$ cat src/rtl/sha256_pad_sequencer.sv
`timescale 1ns/1ps
// sha256_pad_sequencer: feeds a raw message byte stream to sha256_processor,
// appends the 0x80 / zero-fill / 64-bit length padding, captures the digest
// and then pulses the processor reset so the next message can start clean.
module sha256_pad_sequencer #(
  parameter int CNT_W = 32
) (
  input  logic         clk,
  input  logic         rst,
  input  logic         msg_start,
  input  logic         msg_empty,
  input  logic [7:0]   msg_data,
  input  logic         msg_valid,
  input  logic         msg_last,
  output logic         msg_ready,
  output logic         proc_start,
  output logic [7:0]   proc_data,
  output logic         proc_valid,
  output logic         proc_last,
  input  logic         proc_in_ready,
  input  logic         proc_done,
  input  logic [255:0] proc_hash,
  output logic         proc_rst,
  output logic [255:0] hash_out,
  output logic         hash_valid,
  output logic         busy
);

  typedef enum logic [2:0] {
    IDLE, KICK, DATA, PAD80, ZERO, LEN, WAIT, PRST
  } state_t;

  state_t             state;
  state_t             state_next;
  logic [5:0]         pos;
  logic [5:0]         pos_inc;
  logic [CNT_W-1:0]   byte_cnt;
  logic               empty_q;
  logic [2:0]         len_idx;
  logic [5:0]         len_shift;
  logic [63:0]        bit_len;
  logic [63:0]        bit_len_shifted;
  logic [7:0]         len_byte;
  logic               xfer;

  assign pos_inc         = pos + 6'd1;
  assign bit_len         = 64'({byte_cnt, 3'b000});
  assign len_shift       = {3'd7 - len_idx, 3'b000};
  assign bit_len_shifted = bit_len >> len_shift;
  assign len_byte        = bit_len_shifted[7:0];
  assign xfer            = proc_valid && proc_in_ready;
  assign proc_rst        = rst | (state == PRST);
  assign busy            = (state != IDLE);

  // State register.
  always_ff @(posedge clk) begin
    if (rst) state <= IDLE;
    else     state <= state_next;
  end

  // Next-state selection and the byte mux toward the processor.
  always_comb begin
    state_next = state;
    msg_ready  = 1'b0;
    proc_start = 1'b0;
    proc_data  = 8'h00;
    proc_valid = 1'b0;
    proc_last  = 1'b0;
    case (state)
      IDLE: begin
        if (msg_start) state_next = KICK;
      end
      KICK: begin
        proc_start = 1'b1;
        state_next = empty_q ? PAD80 : DATA;
      end
      DATA: begin
        proc_data  = msg_data;
        proc_valid = msg_valid;
        msg_ready  = proc_in_ready;
        if (msg_valid && proc_in_ready && msg_last) state_next = PAD80;
      end
      PAD80: begin
        proc_data  = 8'h80;
        proc_valid = 1'b1;
        if (proc_in_ready) state_next = (pos_inc == 6'd56) ? LEN : ZERO;
      end
      ZERO: begin
        proc_valid = 1'b1;
        if (proc_in_ready && pos_inc == 6'd56) state_next = LEN;
      end
      LEN: begin
        proc_data  = len_byte;
        proc_valid = 1'b1;
        proc_last  = (len_idx == 3'd7);
        if (proc_in_ready && len_idx == 3'd7) state_next = WAIT;
      end
      WAIT: begin
        if (proc_done) state_next = PRST;
      end
      PRST: begin
        state_next = IDLE;
      end
      default: state_next = IDLE;
    endcase
  end

  // Block position, message length, length-byte index and digest capture.
  always_ff @(posedge clk) begin
    if (rst) begin
      pos        <= 6'd0;
      byte_cnt   <= '0;
      empty_q    <= 1'b0;
      len_idx    <= 3'd0;
      hash_out   <= '0;
      hash_valid <= 1'b0;
    end else begin
      if (state == IDLE && msg_start) begin
        pos        <= 6'd0;
        byte_cnt   <= '0;
        len_idx    <= 3'd0;
        empty_q    <= msg_empty;
        hash_valid <= 1'b0;
      end
      if (xfer) pos <= pos_inc;
      if (xfer && state == DATA) byte_cnt <= byte_cnt + CNT_W'(1);
      if (xfer && state == LEN) len_idx <= len_idx + 3'd1;
      if (state == WAIT && proc_done) begin
        hash_out   <= proc_hash;
        hash_valid <= 1'b1;
      end
    end
  end

endmodule

$ cat config.mk
export PLATFORM = sky130hd
export DESIGN_NAME = sha256_pad_sequencer
export DESIGN_NICKNAME = d
export VERILOG_FILES = /design/src/rtl/sha256_pad_sequencer.sv
export SDC_FILE = /design/constraint.sdc
export NUM_CORES = 1
export LEC_CHECK = 0
export BUFFER_PORTS_ARGS = -buffer_cell sky130_fd_sc_hd__clkbuf_2
export CORE_AREA = 3 3 213 215
export CTS_CLUSTER_DIAMETER = 80
export DETAILED_ROUTE_END_ITERATION = 6
export DIE_AREA = 0 0 216 218
export GPL_TIMING_DRIVEN = 0
export PLACE_DENSITY_LB_ADDON = 0.12
export SYNTH_ARGS = -nofsm -noshare
export SYNTH_HDL_FRONTEND = slang
export SYNTH_SLANG_ARGS = --single-unit
$ cat constraint.sdc
create_clock -name clk -period 2 [get_ports clk]
set_input_delay 0.1 -clock clk [delete_from_list [all_inputs] [get_ports clk]]
set_output_delay 0.1 -clock clk [all_outputs]
set_load 0.02 [all_outputs]
==> run summary <==
First-pass GRT wire length - 74.6 mm
Die Y-Extent - 218 um
LEAKAGE - 7.99 nW
Number of synthesized flops with an enable pin - 0
Vias in the first global route - 13,200
Reg2Reg Setup Slack - 0 ps
Cells on worst reg2reg path - 6
CTS HTree Levels - 2
Max VDD drop - 0.000577 V
Layout Nets - 2,581
Most used cell, CP - buf_8
Synthesized instance count - 1,446
Largest net degree at the start of global routing - 12
TritonCTS clock tree - yes
Syn_area_per_cell - 7.87 um^2
Post-Syn Area - 11,400 um^2
Crit-path slowest cell - mux4_2
Worst r2r dst - byte_cnt[24]
Critical Path Sink - proc_data[3]
Total Wirelength - 49.7 mm
Vias per cell - 4.50
Placed cell count - 2,580
DR pass1 iterations - 5
Num Clock Sinks - 302
Core Region - 43,900 um^2
Setup violators final - 5
CP arrival - 1970 ps
DR iter-0 viols - 544
Die W - 216 um
Register area share after synthesis - 53.1%
Critical R2R Launch - state[1]
Failing checks - negative setup slack
Crit path cell chain - buf_8, mux4_2, a32o_2, buf_8
Area growth from synthesis to layout - 68.1%
CP startpoint kind - flip-flop
Num ports - 543
Slew Limit Fails - 0
Post-route ant nets - 0
Max Freq - 483 MHz
Slew @ Worst Pin - 813 ps
Routed len/inst - 17.0 um
GRT Total Usage - 20.1%
Most common cell in the synthesized netlist - nand2_1
Asr flop ratio synth - 0%
PnR worst setup slack - -71.6 ps
Drt drc - 0
Largest area contributor in the netlist - dfxtp_1
Crit share post-route - 104%
Overflow after GRT - 0
Syn_nets - 1,723
Hold crit path type - in2reg
Initial Util - 25.9%
CTS Root Cell - clkbuf_16
Share of cells above drive strength 1 - 31.1%
Port bufs - 542
Die Area - 47,100 um^2
Critical path required time - 1900 ps
Final HPWL DP - 36.7 mm
Post-Layout Cell Count - 2,925
CP Max Fanout - 5
Min cycle time layout - 2070 ps
Placement Setup Slack - -754 ps
Placer congestion estimate - 0.836
Vias - 13,200
Worst Skew - 12.3 ps
Final hold vios - 0
Top cells by count, synth - nand2_1 (541), dfxtp_1 (302), a21oi_1 (284)
Critical path class - reg2out
Synth area leaders - dfxtp_1 (53%), nand2_1 (18%), a21oi_1 (12%), clkbuf_1 (3.2%), nor2_1 (1.3%)
Row cnt - 77
Top-area cell type share of the netlist area - 53.1%
Largest stage delay, worst path - 540 ps
Unrepaired setup endpoints after global routing - true
Antenna violations before repair - 3
Slew margin rel. - 45.8%
Count of cell types in the netlist - 48
Pwr dens - 743 nW/um^2
Worst-Skew Late Latency - 540 ps
Synthesized flop and latch total - 302
Critical path startpoint - len_idx[0]
Number of max-cap violations - 0
CTS Buffer Depth - 3
Reg clk slew, reported paths - 50 ps
Critical path capture point type - output port
Status - finished, violations left
Synth warn - 0
Post-synth top flop - dfxtp_1
CTS Buf Count - 39
-- cell type report --
type	count	area, um^2
clock inverters	7	63.8
flip-flops and latches	302	6060
inverters	10	37.5
repair buffers	819	5500
plain buffers	99	494
well taps	592	741
fillers	4545	24800
clock buffers	60	1210
multi-input cells	1033	5020
diodes	3	7.51
-- worst max-delay path, delay by kind of cell (launching register included) --
| kind | cells | cell delay, ps |
|---|---|---|
| compound gates | 1 | 300 |
| buf+inv | 2 | 250 |
| flops | 1 | 360 |
| mux | 1 | 540 |
-- power by group --
group	switching (mW)	internal [mW]
Combinational	0.533	0.661
Sequential	0.0175	6.04
Clock	2.70	4.26
-- per-stage QoR --
stage                     setup TNS (ps)  util, %  hold slack [ps]  instance area (um^2)  total power [mW]
final                               -204     43.5             56.0                 19100              14.2
after global routing                -740     43.5             31.3                 19100              14.8
after CTS                           -427     43.2             9.28                 19000              14.4
after detailed placement         -129440     33.8              329                 14800              6.89
after global placement           -112850     33.8              324                 14800              6.89
after floorplan                        0        -              236                 11400              6.45
-- cells in the final DEF (no fill, tap or decap), types with 5 or more instances in the layout --
cell type / Yosys / final
dlygate4sd3_1: 0 / 258
nand2_1: 541 / 541
or3_1: 7 / 7
nor3_1: 7 / 6
clkbuf_16: 0 / 41
nand3_1: 26 / 25
a22oi_1: 6 / 5
nand3b_1: 5 / 5
clkbuf_4: 0 / 7
o211ai_1: 11 / 11
buf_4: 0 / 20
clkbuf_8: 0 / 14
mux2i_1: 5 / 5
clkbuf_1: 98 / 46
a21oi_1: 284 / 281
inv_1: 10 / 10
nand4_1: 8 / 8
xor2_1: 7 / 7
mux4_2: 5 / 5
and3_1: 10 / 8
o21ai_0: 13 / 9
buf_6: 0 / 5
nor2_1: 38 / 35
clkinv_2: 0 / 5
clkbuf_2: 0 / 580
and2_1: 5 / 5
dfxtp_1: 302 / 295
-- state kept, by name, summed over array words and instances, names as in the netlist --
name and flops:
hash_valid 1, state 3, pos 6, empty_q 1
byte_cnt 32, len_idx 3, hash_out 256
-- how the worst min path moves through the flow --
stage / start / to / slack, ps / cells past startpoint
after floorplan: msg_empty / empty_q / 240 / 2
after global placement: proc_hash[16] / hash_out[16] / 320 / 3
after detailed placement: proc_hash[114] / hash_out[114] / 330 / 3
after CTS: msg_start / state[0] / 9 / 4
after global routing: rst / state[0] / 30 / 4
final: msg_start / state[0] / 60 / 4
-- layer usage --
metal / vias up / GRT usage [%] / wire length, um
met5: - / 0 / 0
met4: 0 / 8.95 / 2020
met3: 111 / 5.39 / 3410
met2: 457 / 34.5 / 23900
met1: 6063 / 23.6 / 20400
li1: 6531 / - / -
-- cell families after synthesis --
logic type / count (synthesis) / share of synthesized area, %
compound gates: 335 / 15.8
xor+xnor: 11 / 0.847
fa+ha+maj: 5 / 0.550
buf+inv: 111 / 3.66
flops: 302 / 53.1
mux: 12 / 1.63
simple gates: 670 / 24.4
-- timing repair --
action / CTS / global route
hold buffers: 258 / 0
endpoints found under the hold margin: 259 / 0
setup buffers: 14 / 5
gates resized for setup: 78 / 96
pin swaps: 9 / 10
setup endpoints to repair: 284 / 233
Note: power is estimated with default switching activity, not from simulation.
